--- config.mk ---
export PLATFORM = sky130hd
export DESIGN_NAME = dpram_port_arbiter_flat
export DESIGN_NICKNAME = d
export VERILOG_FILES = /design/src/rtl/dpram_arb_pkg.sv /design/src/rtl/dpram_port_arbiter_if.sv /design/src/rtl/dpram_port_arbiter_rr_arbiter.sv /design/src/rtl/dpram_port_arbiter.sv /design/src/flat_wrapper.sv
export SDC_FILE = /design/constraint.sdc
export NUM_CORES = 1
export LEC_CHECK = 0
export CAP_MARGIN = 20
export CORE_UTILIZATION = 35
export CTS_BUF_LIST = sky130_fd_sc_hd__clkbuf_8
export DETAILED_ROUTE_END_ITERATION = 16
export PLACE_DENSITY = 0.73
export SYNTH_ARGS = -nofsm -noshare
export SYNTH_HDL_FRONTEND = slang
export SYNTH_SLANG_ARGS = --single-unit
--- constraint.sdc ---
create_clock -name clk -period 3.1 [get_ports clk]
set_clock_uncertainty 0.2 [all_clocks]
set_input_delay 0.465 -clock clk [delete_from_list [all_inputs] [get_ports clk]]
set_output_delay 0.465 -clock clk [all_outputs]
set_load 0.02 [all_outputs]
--- src/rtl/dpram_arb_pkg.sv ---
// Shared defaults, command/lock types and helpers for dpram_port_arbiter.
// The lock feature is selected by DPRAM_ARB_LOCK_EN in the top level.
package dpram_arb_pkg;

   localparam int DEF_WIDTH   = 8;
   localparam int DEF_ADDRESS = 6;
   localparam int DEF_DEPTH   = 2 ** DEF_ADDRESS;
   localparam int DEF_NREQ    = 4;
   localparam int DEF_IDXW    = $clog2(DEF_NREQ);

   typedef struct packed {
      logic                   we;
      logic [DEF_ADDRESS-1:0] addr;
      logic [DEF_WIDTH-1:0]   din;
   } cmd_t;

   typedef enum logic {
      LOCK_IDLE,
      LOCK_HELD
   } lock_state_t;

   // Index reached by stepping 'step' positions past 'base' on a ring of n.
   function automatic int unsigned rr_next(input int unsigned base,
                                           input int unsigned step,
                                           input int unsigned n);
      return (base + step) % n;
   endfunction

endpackage

--- src/rtl/dpram_port_arbiter_if.sv ---
// Requester and RAM-port signal bundle for dpram_port_arbiter.
// master = requesters plus RAM side, slave = the arbiter.
interface dpram_port_arbiter_if
   import dpram_arb_pkg::*;
#(
   parameter int WIDTH   = DEF_WIDTH,
   parameter int ADDRESS = DEF_ADDRESS,
   parameter int NREQ    = DEF_NREQ
) ();

   logic [NREQ-1:0]         req;
   logic [NREQ-1:0]         req_we;
   logic [NREQ*ADDRESS-1:0] req_addr;
   logic [NREQ*WIDTH-1:0]   req_din;
   logic [NREQ-1:0]         req_lock;
   logic [NREQ-1:0]         gnt;
   logic [NREQ-1:0]         rd_valid;
   logic [WIDTH-1:0]        rd_data;
   logic [ADDRESS-1:0]      ram_addr;
   logic [WIDTH-1:0]        ram_din;
   logic                    ram_we;
   logic [WIDTH-1:0]        ram_dout;

   modport master (
      output req, req_we, req_addr, req_din, req_lock, ram_dout,
      input  gnt, rd_valid, rd_data, ram_addr, ram_din, ram_we
   );

   modport slave (
      input  req, req_we, req_addr, req_din, req_lock, ram_dout,
      output gnt, rd_valid, rd_data, ram_addr, ram_din, ram_we
   );

endinterface

--- src/rtl/dpram_port_arbiter_rr_arbiter.sv ---
// Combinational round-robin picker: search starts one past ptr and wraps,
// producing a one-hot grant and the winner index.
module rr_arbiter
   import dpram_arb_pkg::*;
#(
   parameter int NREQ = DEF_NREQ,
   parameter int IDXW = $clog2(NREQ)
) (
   input  logic [NREQ-1:0] req,
   input  logic [IDXW-1:0] ptr,
   output logic [NREQ-1:0] gnt,
   output logic [IDXW-1:0] win,
   output logic            any
);

   logic [IDXW-1:0] cand;

   always_comb begin
      gnt  = '0;
      win  = '0;
      any  = 1'b0;
      cand = '0;
      for (int unsigned k = 1; k <= NREQ; k++) begin
         cand = IDXW'(rr_next(32'(ptr), k, NREQ));
         if (!any && req[cand]) begin
            any       = 1'b1;
            win       = cand;
            gnt[cand] = 1'b1;
         end
      end
   end

endmodule

--- src/rtl/dpram_port_arbiter.sv ---
// Shares one registered-read RAM port among NREQ requesters, round-robin.
// Define DPRAM_ARB_LOCK_EN to let a winner hold the port via req_lock.
module dpram_port_arbiter
   import dpram_arb_pkg::*;
#(
   parameter int WIDTH   = DEF_WIDTH,
   parameter int ADDRESS = DEF_ADDRESS,
   parameter int NREQ    = DEF_NREQ
) (
   input logic                 clk,
   input logic                 rst_n,
   dpram_port_arbiter_if.slave bus
);

   localparam int IDXW = $clog2(NREQ);

   logic [IDXW-1:0]    ptr_q;
   logic [NREQ-1:0]    arb_gnt;
   logic [IDXW-1:0]    arb_win;
   logic               arb_any;
   logic [NREQ-1:0]    gnt_sel;
   logic [IDXW-1:0]    win_sel;
   logic               grant;

   logic               sel_we;
   logic [ADDRESS-1:0] sel_addr;
   logic [WIDTH-1:0]   sel_din;

   logic               ram_we_q;
   logic [ADDRESS-1:0] ram_addr_q;
   logic [WIDTH-1:0]   ram_din_q;

   logic               s1_valid;
   logic               s2_valid;
   logic [IDXW-1:0]    s1_idx;
   logic [IDXW-1:0]    s2_idx;
   logic [NREQ-1:0]    rd_valid;

   rr_arbiter #(
      .NREQ (NREQ),
      .IDXW (IDXW)
   ) u_rr (
      .req  (bus.req),
      .ptr  (ptr_q),
      .gnt  (arb_gnt),
      .win  (arb_win),
      .any  (arb_any)
   );

`ifdef DPRAM_ARB_LOCK_EN
   lock_state_t lock_q;
   lock_state_t lock_d;

   always_ff @(posedge clk or negedge rst_n) begin
      if (!rst_n) lock_q <= LOCK_IDLE;
      else        lock_q <= lock_d;
   end

   // ptr_q always names the holder while locked; once the holder lets go,
   // that same cycle falls back to normal arbitration starting after it.
   always_comb begin
      gnt_sel = arb_gnt;
      win_sel = arb_win;
      grant   = arb_any;
      lock_d  = LOCK_IDLE;
      unique case (lock_q)
         LOCK_HELD: begin
            if (bus.req[ptr_q] && bus.req_lock[ptr_q]) begin
               gnt_sel        = '0;
               gnt_sel[ptr_q] = 1'b1;
               win_sel        = ptr_q;
               grant          = 1'b1;
            end
         end
         default: ;
      endcase
      if (grant && bus.req_lock[win_sel]) lock_d = LOCK_HELD;
   end
`else
   logic unused_lock;

   assign unused_lock = ^bus.req_lock;
   assign gnt_sel     = arb_gnt;
   assign win_sel     = arb_win;
   assign grant       = arb_any;
`endif

   always_comb begin
      sel_we   = 1'b0;
      sel_addr = '0;
      sel_din  = '0;
      for (int unsigned i = 0; i < NREQ; i++) begin
         if (IDXW'(i) == win_sel) begin
            sel_we   = bus.req_we[i];
            sel_addr = bus.req_addr[i*ADDRESS +: ADDRESS];
            sel_din  = bus.req_din[i*WIDTH +: WIDTH];
         end
      end
   end

   // Address and data hold across idle cycles; only the write enable pulses.
   always_ff @(posedge clk or negedge rst_n) begin
      if (!rst_n) begin
         ptr_q      <= IDXW'(NREQ - 1);
         ram_we_q   <= 1'b0;
         ram_addr_q <= '0;
         ram_din_q  <= '0;
      end else begin
         ram_we_q <= grant & sel_we;
         if (grant) begin
            ptr_q      <= win_sel;
            ram_addr_q <= sel_addr;
            ram_din_q  <= sel_din;
         end
      end
   end

   // Stage 1 lines up with the RAM command, stage 2 with the RAM's registered dout.
   always_ff @(posedge clk or negedge rst_n) begin
      if (!rst_n) begin
         s1_valid <= 1'b0;
         s1_idx   <= '0;
         s2_valid <= 1'b0;
         s2_idx   <= '0;
      end else begin
         s1_valid <= grant & ~sel_we;
         s1_idx   <= win_sel;
         s2_valid <= s1_valid;
         s2_idx   <= s1_idx;
      end
   end

   always_comb begin
      rd_valid = '0;
      if (s2_valid) rd_valid[s2_idx] = 1'b1;
   end

   assign bus.gnt      = gnt_sel;
   assign bus.rd_valid = rd_valid;
   assign bus.rd_data  = bus.ram_dout;
   assign bus.ram_we   = ram_we_q;
   assign bus.ram_addr = ram_addr_q;
   assign bus.ram_din  = ram_din_q;

endmodule
--- src/flat_wrapper.sv ---
// flat-port wrapper written by rule: the top's interface ports become plain ports
module dpram_port_arbiter_flat import dpram_arb_pkg::*;
#(
   parameter int WIDTH   = DEF_WIDTH,
   parameter int ADDRESS = DEF_ADDRESS,
   parameter int NREQ    = DEF_NREQ
)
  (clk, rst_n, bus_req, bus_req_we, bus_req_addr, bus_req_din, bus_req_lock, bus_ram_dout, bus_gnt, bus_rd_valid, bus_rd_data, bus_ram_addr, bus_ram_din, bus_ram_we);
  dpram_port_arbiter_if #(.WIDTH(WIDTH), .ADDRESS(ADDRESS), .NREQ(NREQ)) bus_i ();
  input logic clk;
  input logic rst_n;
  input wire logic [$bits(bus_i.req)-1:0] bus_req;
  input wire logic [$bits(bus_i.req_we)-1:0] bus_req_we;
  input wire logic [$bits(bus_i.req_addr)-1:0] bus_req_addr;
  input wire logic [$bits(bus_i.req_din)-1:0] bus_req_din;
  input wire logic [$bits(bus_i.req_lock)-1:0] bus_req_lock;
  input wire logic [$bits(bus_i.ram_dout)-1:0] bus_ram_dout;
  output wire logic [$bits(bus_i.gnt)-1:0] bus_gnt;
  output wire logic [$bits(bus_i.rd_valid)-1:0] bus_rd_valid;
  output wire logic [$bits(bus_i.rd_data)-1:0] bus_rd_data;
  output wire logic [$bits(bus_i.ram_addr)-1:0] bus_ram_addr;
  output wire logic [$bits(bus_i.ram_din)-1:0] bus_ram_din;
  output wire logic [$bits(bus_i.ram_we)-1:0] bus_ram_we;
  assign bus_i.req = bus_req;
  assign bus_i.req_we = bus_req_we;
  assign bus_i.req_addr = bus_req_addr;
  assign bus_i.req_din = bus_req_din;
  assign bus_i.req_lock = bus_req_lock;
  assign bus_i.ram_dout = bus_ram_dout;
  assign bus_gnt = bus_i.gnt;
  assign bus_rd_valid = bus_i.rd_valid;
  assign bus_rd_data = bus_i.rd_data;
  assign bus_ram_addr = bus_i.ram_addr;
  assign bus_ram_din = bus_i.ram_din;
  assign bus_ram_we = bus_i.ram_we;
  dpram_port_arbiter #(.WIDTH(WIDTH), .ADDRESS(ADDRESS), .NREQ(NREQ)) u_core (.clk(clk), .rst_n(rst_n), .bus(bus_i));
endmodule
==> reports/results.ini <==
[place]
dpl.hpwl_mm=4.372
post-place-ws_ns=-0.3214
port_buffers=88
routabilityCongestion=0.8632

[synthesis]
yosys_register_bits=23
synth_ff_type=dfrtp_1
ys_top_cells_by_area=dfrtp_1, a211oi_1, mux2i_1
synth.distinct_cells=43
yosysWarnings=0
netlist_area_mm2=0.002001
syn_inst=216
syn-num-nets=302
synth_edf_count=0
yosysSeqAreaShare=0.2889
synthArstFlopShare=1.000
yosys.area.top_type=dfrtp_1
synthMostInstantiatedCell=a211oi_1
synth_commonest_cells=a211oi_1, nor2_1, dfrtp_1
avgSynthCellArea_um2=9.262
synth_top_area_share=0.2627

[sta]
worst_slew_pin_slew_ns=0.5643
finalSetupTns_ns=0
max_freq_mhz=339.2
drv_slew=0
fin_hold_ws_ns=0.1527
slew_headroom=0.6229
finalHoldViolCount=0
layout_setup_ws_ns=0.1519
setup_violations=0
rsz0062_at_grt=no
min_period_ns=2.948
period_share=0.9510

[cells_and_area]
n_fill_cell=502
diodes=0
utilization=0.5510
area_growth_pct=51.66
layout.nets=397
drive_gt1_frac=0.1645

[power_and_ir_drop]
p_leak_nw=1.229
powerDensity_mw_per_mm2=986.0
power_mw=2.992
vdd_drop_max_v=0.0005200

[setup_path]
cp_max_fo=4
path_class=input port to output port
ff2ff_setup_slack_ns=0.42
crit-reg2reg-launch=u_core.ptr_q[0]
cp-end-kind=output port
crit_path_start_kind=input port
slowest_stage=clkdlybuf4s50_1
max_stage_delay_ns=0.50
rr_endpoint=u_core.bus.ram_din[0]
rr_worst_depth=9
cp_data_arrival_time_ns=2.28
critPathRequiredTime_ns=2.43
worstPathCellList=clkdlybuf4s50_1, or3b_1, a2111o_1, nand2_2, a22oi_1, o21ai_0, buf_2

[global_routing]
antenna_found_initial=0
grt_pass1_vias=2033
grt_max_degree=25
grt-ovfl-total=0
use_met2=0.3283
grtUsageTotal=0.1874
grt.busiest_layer=met2
grt_pass1_wl_mm=9.135
grt_use_met3=0.03647
gr-usage-met1=0.2268

[die]
die-area_mm2=0.006023
row_count=27
io_pins=109
coreArea_mm2=0.005507
initial_core_util=0.3633
die_y_um=77.61
die_w_um=77.61

[cts]
holdBufCountCts=0
cts_made_buffers=3
clockBufferDepth=2
tritoncts=yes
cts.sinks=23
htreeDepth=1
root_buffer=clkbuf_8
insertion_delay_ns=0.26
clk_pin_slew_ns=0.09

[route]
ant_nets=0
drt-pass1-iter-count=4
vias_per_cell=5.325
routed_wl_mm=5.523
drt-initial-drc-count=117
drc=0
wire_per_inst_um=14.46
dr_total_vias=2034

[hold_path]
hp-class=register to register
whs_endpoint=u_core.s2_idx[0]
hp-start=u_core.s1_idx[0]
worstHoldPathCells=0

[run_status]
status=completed

[job]
cap_violations=0

==> worst max-delay path: cells and delay by family <==
kind	cells	cell delay, ns
compound gates	3	0.65
buf+inv	2	0.70
simple gates	2	0.48
==> cell families after synthesis <==
logic type | after synthesis | synth area share
AND/OR/NAND/NOR | 53 | 0.1357
flip-flops | 23 | 0.2889
multiplexers | 20 | 0.1101
AO/OA/AOI/OAI | 80 | 0.3002
buffers and inverters | 32 | 0.1151
adder cells (fa/ha/maj) | 8 | 0.05003
==> where the power goes <==
part           internal, mW  leakage (nW)  switching, mW
logic                  1.07         0.944           1.18
registers             0.470         0.260         0.0844
clock network        0.0898        0.0255          0.103
==> cells in the final DEF, fill, tap and decap left out, types with 4 or more instances in the layout <==
master           instances
a211oi_1                27
a21boi_0                13
a21oi_1                 10
a22oi_1                  8
buf_2                    4
buf_4                   28
clkdlybuf4s50_1         84
dfrtp_1                 21
ha_1                     7
inv_1                    5
mux2i_1                 14
nand2_1                  4
nor2_1                  23
o21ai_0                  9
==> metrics by stage <==
stage          instances  cell area [um^2]
6_report             382              3034
3_5_place_dp         378              2990
5_1_grt              382              3034
4_1_cts              382              3042
3_3_place_gp         378              2990
2_1_floorplan        216              2001
==> sequential cells by signal (all words and copies together), names as in the netlist <==
register	flops
u_core.s1_idx	2
u_core.bus.ram_we	1
u_core.s2_idx	2
u_core.s2_valid	1
u_core.s1_valid	1
u_core.bus.ram_addr	6
u_core.ptr_q	2
u_core.bus.ram_din	8
==> layer usage <==
| layer | up-vias | part of all wire |
|---|---|---|
| met2 | 79 | 0.50 |
| li1 | 996 | - |
| met5 | - | 0 |
| met3 | 10 | 0.068 |
| met4 | 0 | 0.015 |
| met1 | 949 | 0.42 |
==> final cells by class <==
type                       count  area [um^2]  share of cell area
timing repair buffer         117         1091              0.3596
multi-input combinational    161         1210              0.3988
clock inverter                 1        5.005            0.001649
clock buffer                   3        41.29             0.01361
sequential                    23        578.1              0.1905
tap                           72        90.09             0.02969
inverter                       5        18.77            0.006186
==> worst max-delay path by stage <==
stage                          startpoint    endpoint  slack, ns  cells past startpoint
after floorplan           u_core.ptr_q[0]  bus_gnt[0]       0.12                      6
after global placement         bus_req[2]  bus_gnt[1]      -0.28                      7
after detailed placement       bus_req[2]  bus_gnt[0]      -0.32                      7
after CTS                      bus_req[2]  bus_gnt[0]       0.02                      7
after global routing           bus_req[2]  bus_gnt[1]       0.04                      7
final                          bus_req[2]  bus_gnt[3]       0.15                      7
==> repair_timing <==
action                                  CTS  global route
resized for setup                        16             8
endpoints found under the setup margin    4             4
buffers inserted                          0             0
pin swaps                                 0             0
No activity file was read; power rests on OpenSTA's default activity.
